**config.mk**
```make
export PLATFORM = sky130hd
export DESIGN_NAME = chan_latch_mux_flat
export DESIGN_NICKNAME = d
export VERILOG_FILES = /design/src/rtl/chan_latch_mux_if.sv /design/src/rtl/chan_latch_mux.sv /design/src/flat_wrapper.sv
export SDC_FILE = /design/constraint.sdc
export NUM_CORES = 1
export LEC_CHECK = 0
export BUFFER_PORTS_ARGS = -buffer_cell sky130_fd_sc_hd__buf_2
export CAP_MARGIN = 20
export CORE_MARGIN = 3
export CORE_UTILIZATION = 47
export DETAILED_ROUTE_END_ITERATION = 8
export MAX_ROUTING_LAYER = met4
export PLACE_DENSITY_LB_ADDON = 0.3
export SYNTH_ARGS = -nofsm -noshare
export SYNTH_HDL_FRONTEND = slang
export SYNTH_SLANG_ARGS = --single-unit
```
**constraint.sdc**
```tcl
create_clock -name clk -period 2.8 [get_ports clk]
set_input_delay 0.56 -clock clk [delete_from_list [all_inputs] [get_ports clk]]
set_output_delay 0.56 -clock clk [all_outputs]
set_load 0.02 [all_outputs]
```
**src/rtl/chan_latch_mux_if.sv**
```systemverilog
// Bundle for the channel latch mux: packed input bank, capture controls and held result.
// Latency: none (wires only); timing is set entirely by chan_latch_mux.
// Backpressure: none; the block accepts a capture on any strobed edge.
interface chan_latch_mux_if #(
  parameter int CH = 8,
  parameter int W  = 4
);
  localparam int SELW = $clog2(CH);

  logic [CH*W-1:0] data;
  logic [SELW-1:0] sel;
  logic            flag;
  logic            mode;
  logic            clr;

  logic [W-1:0]    out_data;
  logic [SELW-1:0] out_ch;
  logic            out_valid;
  logic            cap;
  logic            wrap;
  logic            err;

  modport master (
    output data, sel, flag, mode, clr,
    input  out_data, out_ch, out_valid, cap, wrap, err
  );

  modport slave (
    input  data, sel, flag, mode, clr,
    output out_data, out_ch, out_valid, cap, wrap, err
  );
endinterface

```
**src/rtl/chan_latch_mux.sv**
```systemverilog
// Channel latch mux: captures one W-bit channel (direct select or round-robin scan) into a hold register.
// Latency: one clock from capture strobe to out_data/out_ch/out_valid and the cap/wrap/err pulses.
// Backpressure: none; a capture is taken on every strobed edge, one per clock, no bubbles.
module chan_latch_mux #(
  parameter int CH = 8,
  parameter int W  = 4,
  localparam int SELW = $clog2(CH)
) (
  input  logic            clk,
  input  logic            rst,
  chan_latch_mux_if.slave bus
);

  localparam int unsigned     CHU  = CH;
  localparam logic [SELW-1:0] LAST = SELW'(CH - 1);

  logic [SELW-1:0] ptr;
  logic [SELW-1:0] idx;
  logic [W-1:0]    pick;
  logic            sel_ok;

  // Direct selects beyond the last channel are only reachable when CH is not a power of two.
  assign sel_ok = (32'(bus.sel) < CHU);

  // Channel index being captured: scan pointer in auto-scan, explicit select otherwise.
  always_comb begin
    idx = bus.mode ? ptr : bus.sel;
  end

  // Compare-based mux so an out-of-range index simply selects nothing.
  always_comb begin
    pick = '0;
    for (int k = 0; k < CH; k++) begin
      if (idx == SELW'(k)) pick = bus.data[k*W +: W];
    end
  end

  // Hold register, scan pointer and one-cycle status pulses; clr beats capture beats hold.
  always_ff @(posedge clk or posedge rst) begin
    if (rst) begin
      bus.out_data  <= '0;
      bus.out_ch    <= '0;
      bus.out_valid <= 1'b0;
      bus.cap       <= 1'b0;
      bus.wrap      <= 1'b0;
      bus.err       <= 1'b0;
      ptr           <= '0;
    end else if (bus.clr) begin
      bus.out_data  <= '0;
      bus.out_ch    <= '0;
      bus.out_valid <= 1'b0;
      bus.cap       <= 1'b0;
      bus.wrap      <= 1'b0;
      bus.err       <= 1'b0;
      ptr           <= '0;
    end else begin
      bus.cap  <= 1'b0;
      bus.wrap <= 1'b0;
      bus.err  <= 1'b0;
      // Leaving scan mode parks the pointer so the next scan begins at channel 0.
      if (!bus.mode) ptr <= '0;
      if (bus.flag) begin
        if (bus.mode) begin
          bus.out_data  <= pick;
          bus.out_ch    <= ptr;
          bus.out_valid <= 1'b1;
          bus.cap       <= 1'b1;
          if (ptr == LAST) begin
            ptr      <= '0;
            bus.wrap <= 1'b1;
          end else begin
            ptr <= ptr + 1'b1;
          end
        end else if (sel_ok) begin
          bus.out_data  <= pick;
          bus.out_ch    <= bus.sel;
          bus.out_valid <= 1'b1;
          bus.cap       <= 1'b1;
        end else begin
          bus.err <= 1'b1;
        end
      end
    end
  end

endmodule

```
**src/flat_wrapper.sv**
```systemverilog
// flat-port wrapper written by rule: the top's interface ports become plain ports
module chan_latch_mux_flat 
#(
  parameter int CH = 8,
  parameter int W  = 4,
  localparam int SELW = $clog2(CH)
)
  (clk, rst, bus_data, bus_sel, bus_flag, bus_mode, bus_clr, bus_out_data, bus_out_ch, bus_out_valid, bus_cap, bus_wrap, bus_err);
  chan_latch_mux_if #(.CH(CH), .W(W)) bus_i ();
  input  logic clk;
  input  logic rst;
  input wire logic [$bits(bus_i.data)-1:0] bus_data;
  input wire logic [$bits(bus_i.sel)-1:0] bus_sel;
  input wire logic [$bits(bus_i.flag)-1:0] bus_flag;
  input wire logic [$bits(bus_i.mode)-1:0] bus_mode;
  input wire logic [$bits(bus_i.clr)-1:0] bus_clr;
  output wire logic [$bits(bus_i.out_data)-1:0] bus_out_data;
  output wire logic [$bits(bus_i.out_ch)-1:0] bus_out_ch;
  output wire logic [$bits(bus_i.out_valid)-1:0] bus_out_valid;
  output wire logic [$bits(bus_i.cap)-1:0] bus_cap;
  output wire logic [$bits(bus_i.wrap)-1:0] bus_wrap;
  output wire logic [$bits(bus_i.err)-1:0] bus_err;
  assign bus_i.data = bus_data;
  assign bus_i.sel = bus_sel;
  assign bus_i.flag = bus_flag;
  assign bus_i.mode = bus_mode;
  assign bus_i.clr = bus_clr;
  assign bus_out_data = bus_i.out_data;
  assign bus_out_ch = bus_i.out_ch;
  assign bus_out_valid = bus_i.out_valid;
  assign bus_cap = bus_i.cap;
  assign bus_wrap = bus_i.wrap;
  assign bus_err = bus_i.err;
  chan_latch_mux #(.CH(CH), .W(W)) u_core (.clk(clk), .rst(rst), .bus(bus_i));
endmodule
```
# Word level (Yosys, flattened, before mapping)
# Cells that the tools add are included.
[totals]
regBits = 13
output_inout_bits = 11
[classes]
addsub = 1
n_eq_ne = 8
mux = 26
n_reduce_logical = 2
[ops]
columns = ["cell", "count"]
rows = [
  ["$mux W4", 10],
  ["$mux W3", 8],
  ["$eq A3 B3 Y1 const B", 5],
  ["$mux W1", 8],
  ["$eq A3 B2 Y1 const B", 2],
  ["$add A3 B1 Y3 const B", 1],
  ["$eq A3 B1 Y1 const B", 1],
  ["$logic_not A3 Y1", 1],
  ["$reduce_bool A2 Y1", 1],
]

# Depth between registers and ports, before layout
# Gate-level depths: netlist of run 1.
[depth]
depth_word = 12
depth_mapped = 7

# Least setup slack after synthesis of run 1
# No wires, ideal clock.
[synth_path]
path_kind = "input port to flip-flop"
from = "in bus_mode"
to = "reg u_core.bus.out_data[3]"
setup_time_ns = 0.122
arrival_ns = 1.606
setup_slack_ns = 1.072
cell_stages = 7
path_buffers = 2
cell_sequence = "buf_6 mux2i_4 buf_8 mux2i_1 o22ai_2 nor2_1 o21ai_1"
[synth_between]
elab_chain_cells = 12
word_cells_on_any_way = 19
classes_between = "7 x eq/ne; 11 x mux; 1 x reduce/logical"
[synth_rtl]
columns = ["item", "line_no", "text"]
rows = [
  ["from (decl)", "flat_wrapper.sv:15", "input wire logic [$bits(bus_i.mode)-1:0] bus_mode;"],
  ["$mux W3 *", "chan_latch_mux.sv:27", "idx = bus.mode ? ptr : bus.sel;"],
  ["$logic_not A3 Y1", "chan_latch_mux.sv:34", "if (idx == SELW'(k)) pick = bus.data[k*W +: W];"],
  ["$mux W4 (7 in a row)", "chan_latch_mux.sv:34", ""],
  ["$mux W4 *", "chan_latch_mux.sv:34", ""],
  ["$mux W4 *", "chan_latch_mux.sv:62", "if (bus.flag) begin"],
  ["$mux W4 *", "chan_latch_mux.sv:48", "end else if (bus.clr) begin"],
  ["to (signal assigned)", "chan_latch_mux.sv:64", "bus.out_data <= pick;"],
  ["to (signal assigned)", "chan_latch_mux.sv:75", "bus.out_data <= pick;"],
  ["to (decl)", "chan_latch_mux_if.sv:30", "output out_data, out_ch, out_valid, cap, wrap, err"],
]
# Every way passes the cells marked *; elsewhere a longest branch is shown, timed or not. The select of a mux whose other input is x is not followed.
# A chain may end at the register's enable or synchronous reset.

# Worst setup path after layout of run 1
[layout_path]
from = "in bus_mode"
to = "reg u_core.bus.out_data[0]"
# Same word-level chain as after synthesis.

==> run_results.csv, run 1 <==
group,metric,value,unit
status,status,"finished clean",
clock_network,cts_root_buf,"clkbuf_4",
placement,dp_hpwl,1870,um
route,dr.pass1.iters,4,
setup_path,crit_arrival,2.00,ns
route,drc,0,
route,vias,955,
clock_network,cts_setup_buffers,0,
die,die_x,51.1,um
logic_synthesis,synthCells,101,
clock_network,htreeDepth,1,
clock_network,insertion_delay,0.28,ns
finish,fin_nets,193,
setup_path,worstPathMaxFanout,15,
clock_network,clockBufferDepth,2,
die,row_count,15,
clock_network,ctsHoldBuffers,0,
sta,min_period_over_period,65.5,%
logic_synthesis,ys_types,29,
placement,io_buffers,49,
flow_run,maxCapViolCount,0,
global_route,antenna_found_initial,0,
setup_path,crit_required,2.97,ns
finish,drive_gt1_share,38.0,%
setup_path,endpoint_kind,"flop",
sta,setup-violations-final,0,
logic_synthesis,syn-num-nets,143,
placement,gp_congestion,0.837,
clock_network,cts_tree,"built",
die,start_util,52.4,%
logic_synthesis,netlist_area,955,sq um
route,drt_wl_total,2320,um
setup_path,crit_type,"input port to flop",
sta,setup_tns,0,ns
die,die_area,2610,sq um
sta,fin_skew,0.00104,ns
route,ant_nets,0,
route,drt_iter0_drc,15,
logic_synthesis,yosys_warnings,0,
die,die_h,51.1,um
logic_synthesis,syn_avg_cell_area,9.45,sq um
sta,worst-slew-pin-transition,0.522,ns
finish,syn2layout_area_growth,27.4,%
clock_network,numCtsBuffers,3,
logic_synthesis,async_flop_share,100,%
clock_network,clk_pin_slew,0.08,ns
pwr,total_power,0.000454,W
sta,hold_viol,0,
global_route,grt_max_degree,16,
finish,multi_input_area,566,sq um
logic_synthesis,synth_flop_cell,"dfrtp_1",
pwr,p_per_area,373,nW/um^2
global_route,grt_overflow_total,0,
sta,relSlewSlack,64.5,%
sta,drv_slew,0,
logic_synthesis,synth_edf_count,0,
clock_network,cts_sinks,13,
die,design.core.area,1820,sq um
sta,rsz0062_at_grt,"false",
logic_synthesis,ys_seq_elements,13,
route,wire_per_inst,13.3,um
route,viasPerCell,5.46,
finish,ff_latch_area,325,sq um
setup_path,start_kind,"input port",
sta,fmax,545,MHz
finish,fill_cells,166,
logic_synthesis,ys_seq_area_share,34.1,%
die,ios,51,
logic_synthesis,yosysTopAreaCell,"dfrtp_1",
worst_hold_path,min_path_type,"input port to asynchronous set/reset pin",
pwr,ir_drop,0.000343,V
global_route,grt_pass1_wl,3860,um
setup_path,reg2regPathDepth,5,
logic_synthesis,synthTopCellsByArea,"dfrtp_1, mux2i_1, nor2_1",
clock_network,cts_resized,0,
global_route,grt_pass1_vias,919,
setup_path,regToRegSetupSlack,1.17,ns
sta,fin_crit,1.83,ns
global_route,grt_use_total,19.9,%
finish,antenna_cells,0,
pwr,p_leak,0.638,nW
logic_synthesis,yosysTopAreaCellShare,34.1,%
worst paths after layout:
path,startpoint,to
max in group asynchronous,rst,u_core.bus.wrap
worst min register to register,u_core.bus.out_data[2],u_core.bus.out_data[2]
worst min-delay path,rst,u_core.bus.out_data[0]
worst max-delay path,bus_mode,u_core.bus.out_data[0]
min in group clk,u_core.bus.out_data[2],u_core.bus.out_data[2]
worst max register to register,u_core.ptr[0],u_core.bus.out_data[0]
logic make-up after synthesis:
family | share of synthesized area (%)
compound gates | 21.6
fa+ha+maj | 2.62
buf+inv | 6.68
flops | 34.1
mux | 20.8
other cells | 0.393
simple gates | 13.8
synthesized netlist by cell type (2+ instances only):
cell	count
a211oi_1	3
nand2_1	6
o21ai_1	4
nor2_1	16
a32oi_1	2
buf_6	2
a21oi_1	6
mux2i_1	14
o22ai_1	3
nand2b_1	3
dfrtp_1	13
mux2i_4	2
o22a_1	4
ha_1	2
inv_1	4
o221ai_1	4
registers in the layout (all words and copies together) (netlist names):
register              cells
u_core.bus.out_data       4
u_core.bus.out_ch         3
u_core.ptr                3
u_core.bus.cap            1
u_core.bus.out_valid      1
u_core.bus.wrap           1
critical path: stages:
cell and delay [ns]:
buf_2 0.29, mux2i_4 0.57, mux2i_1 0.25, o22ai_1 0.09, nor2_1 0.16, o21ai_1 0.09
cell usage in the layout, fill, tap and decap left out, types with 4 or more instances in the layout:
cell	netlist	final
o21ai_1	4	4
mux2i_1	14	14
inv_1	4	4
dfrtp_1	13	13
a21oi_1	6	6
buf_2	0	49
nand2_1	6	6
o22a_1	4	4
nor2_1	16	16
o221ai_1	4	4
final cells by class:
| cell class | instances | share of cell area (%) |
|---|---|---|
| multi-input cells | 79 | 46.5 |
| flip-flops and latches | 13 | 26.7 |
| repair buffers | 50 | 20.8 |
| well taps | 25 | 2.57 |
| clock buffers | 4 | 2.16 |
| inverters | 4 | 1.23 |
routing by layer:
layer  global-route usage (%)  vias to the layer above  wire length [um]
met4                     6.28                        0                14
met3                     6.41                        2               218
met2                     31.3                       46              1120
li1                         -                      468                 -
met1                     24.1                      439               964
met5                        -                        -                 0
through the flow:
| stage | area, sq um | hold slack, ns | std cells | setup WS [ns] | utilization, % |
|---|---|---|---|---|---|
| 2_1_floorplan | 955 | 0.437 | 101 | 1.07 | - |
| 3_3_place_gp | 1190 | 0.474 | 171 | 0.710 | 65.4 |
| 3_5_place_dp | 1190 | 0.479 | 171 | 0.674 | 65.4 |
| 4_1_cts | 1220 | 0.310 | 175 | 0.969 | 66.8 |
| 5_1_grt | 1220 | 0.340 | 175 | 0.800 | 66.8 |
| 6_report | 1220 | 0.288 | 175 | 0.966 | 66.8 |
power breakdown:
group	switching (W)	internal, W
Clock	0.0000633	0.0000553
Sequential	0.00000645	0.000197
Combinational	0.0000718	0.0000602
Power figures use the tool's default switching activity.
==> run 2: changes to the inputs <==
CORE_UTILIZATION = 44   (was 47)
clock period = 1.7 ns   (was 2.8 ns; I/O delays follow)
==> run 2 against run 1 <==
  * Clock skew is 0.0033 ns higher
  * Sequential cell count stayed put
  * Largest power group unchanged
  * Global-route usage shrank 0.69 points
  * Critical path depth down 1
==> run_results.csv, run 2 (same netlist as run 1, synthesis figures left out) <==
group,metric,value,unit
setup_path,reg2regPathDepth,5,
route,wire_per_inst,13.0,um
global_route,grt_max_degree,14,
pwr,p_per_area,599,nW/um^2
clock_network,numCtsBuffers,3,
placement,place_ws,0.0403,ns
die,design.core.area,2000,sq um
finish,fin_nets,197,
clock_network,cts_resized,0,
route,drt_wl_total,2350,um
route,drc,0,
placement,dp_hpwl,1910,um
placement,gp_congestion,0.773,
worst_hold_path,min_path_type,"input port to asynchronous set/reset pin",
finish,fill_cells,183,
clock_network,htreeDepth,1,
sta,min_period_over_period,91.3,%
global_route,grt_pass1_vias,865,
route,ant_nets,0,
setup_path,crit_start,"u_core.ptr[0]",
finish,drive_gt1_share,39.6,%
sta,fin_crit,1.55,ns
setup_path,worstPathMaxFanout,7,
setup_path,crit_arrival,1.75,ns
finish,reg_top3,"u_core.bus.out_data: 4 flops, u_core.bus.out_ch: 3 flops, u_core.ptr: 3 flops",
finish,final_cell_mix,"buf_2, nor2_1, mux2i_1, dfrtp_1",
sta,drv_slew,0,
placement,placed_cells,177,
clock_network,clockBufferDepth,2,
placement,io_buffers,49,
setup_path,crit_required,1.89,ns
pwr,p_leak,0.657,nW
flow_run,maxCapViolCount,0,
setup_path,crit_type,"flop to flop",
finish,fin_area,1250,sq um
global_route,grt_use_total,19.2,%
clock_network,cts_sinks,13,
sta,whs,0.0760,ns
setup_path,start_kind,"flop",
die,ios,51,
die,die_area,2760,sq um
route,vias,951,
global_route,antenna_found_initial,0,
setup_path,crit_path_end,"u_core.bus.out_data[3]",
finish,syn2layout_area_growth,30.8,%
finish,layout_commonest_cell,"buf_2",
die,die_x,52.6,um
clock_network,cts_root_buf,"clkbuf_4",
route,drt_iter0_drc,19,
global_route,grt_overflow_total,0,
setup_path,endpoint_kind,"flop",
sta,fin_skew,0.00431,ns
route,viasPerCell,5.25,
clock_network,clk_pin_slew,0.08,ns
clock_network,cts_tree,"built",
setup_path,regToRegSetupSlack,0.15,ns
finish,stdcell_count,181,
sta,setup_tns,0,ns
die,row_count,16,
finish,largest_reg_flops,4,
placement,placed_area,1220,sq um
die,start_util,47.7,%
status,status,"finished clean",
setup_path,reg2reg_to,"u_core.bus.out_data[3]",
sta,hold_viol,0,
route,dr.pass1.iters,4,
sta,rsz0062_at_grt,"false",
setup_path,r2r_start,"u_core.ptr[0]",
finish,antenna_cells,0,
pwr,ir_drop,0.000331,V
sta,fmax,644,MHz
global_route,grt_pass1_wl,3860,um
finish,max_flop_register,"u_core.bus.out_data",
clock_network,ctsHoldBuffers,0,
clock_network,cts_setup_buffers,0,
clock_network,insertion_delay,0.27,ns
die,die_h,52.6,um
sta,setup-violations-final,0,
sta,fin_ws,0.147,ns
## run 2: worst min-delay path by stage
stage	slack (ns)	cells after the start	end
4_1_cts	0.09	2	u_core.bus.out_valid
5_1_grt	0.11	2	u_core.bus.out_valid
3_3_place_gp	0.38	2	u_core.bus.cap
2_1_floorplan	0.22	1	u_core.bus.cap
6_report	0.08	2	u_core.bus.out_valid
3_5_place_dp	0.39	2	u_core.bus.out_valid
## run 2: per-layer routing
metal,share of wire (%),up-vias,track usage (%)
li1,-,477,-
met1,42,424,25.3
met2,49,48,31.6
met3,8.0,2,2.56
met4,0.77,0,3.83
met5,0,-,-
## run 2: area by class of cell
| cell class | count | area (sq um) | area share, % |
|---|---|---|---|
| Sequential cell | 13 | 325 | 26.1 |
| Clock buffer | 4 | 26.3 | 2.10 |
| Multi-Input combinational cell | 79 | 566 | 45.3 |
| Inverter | 4 | 15.0 | 1.20 |
| Tap cell | 27 | 33.8 | 2.71 |
| Timing Repair Buffer | 54 | 283 | 22.6 |
## run 2: power breakdown
group          switching (W)  internal, W
logic               0.000121     0.000106
clock network      0.0000951    0.0000907
registers          0.0000103     0.000325
total               0.000226     0.000521
## run 2: critical path, cell delays in order (launching register included)
cell	delay (ns)
dfrtp_1	0.50
inv_1	0.08
a32oi_1	0.41
o22a_1	0.22
o221ai_1	0.12
o21ai_1	0.15
## run 2: through the flow
stage | utilization, % | total power, W
final | 62.4 | 0.000747
after detailed placement | 61.1 | 0.000568
after global routing | 62.4 | 0.000802
after global placement | 61.1 | 0.000563
after floorplan | - | 0.000483
after CTS | 62.4 | 0.000754
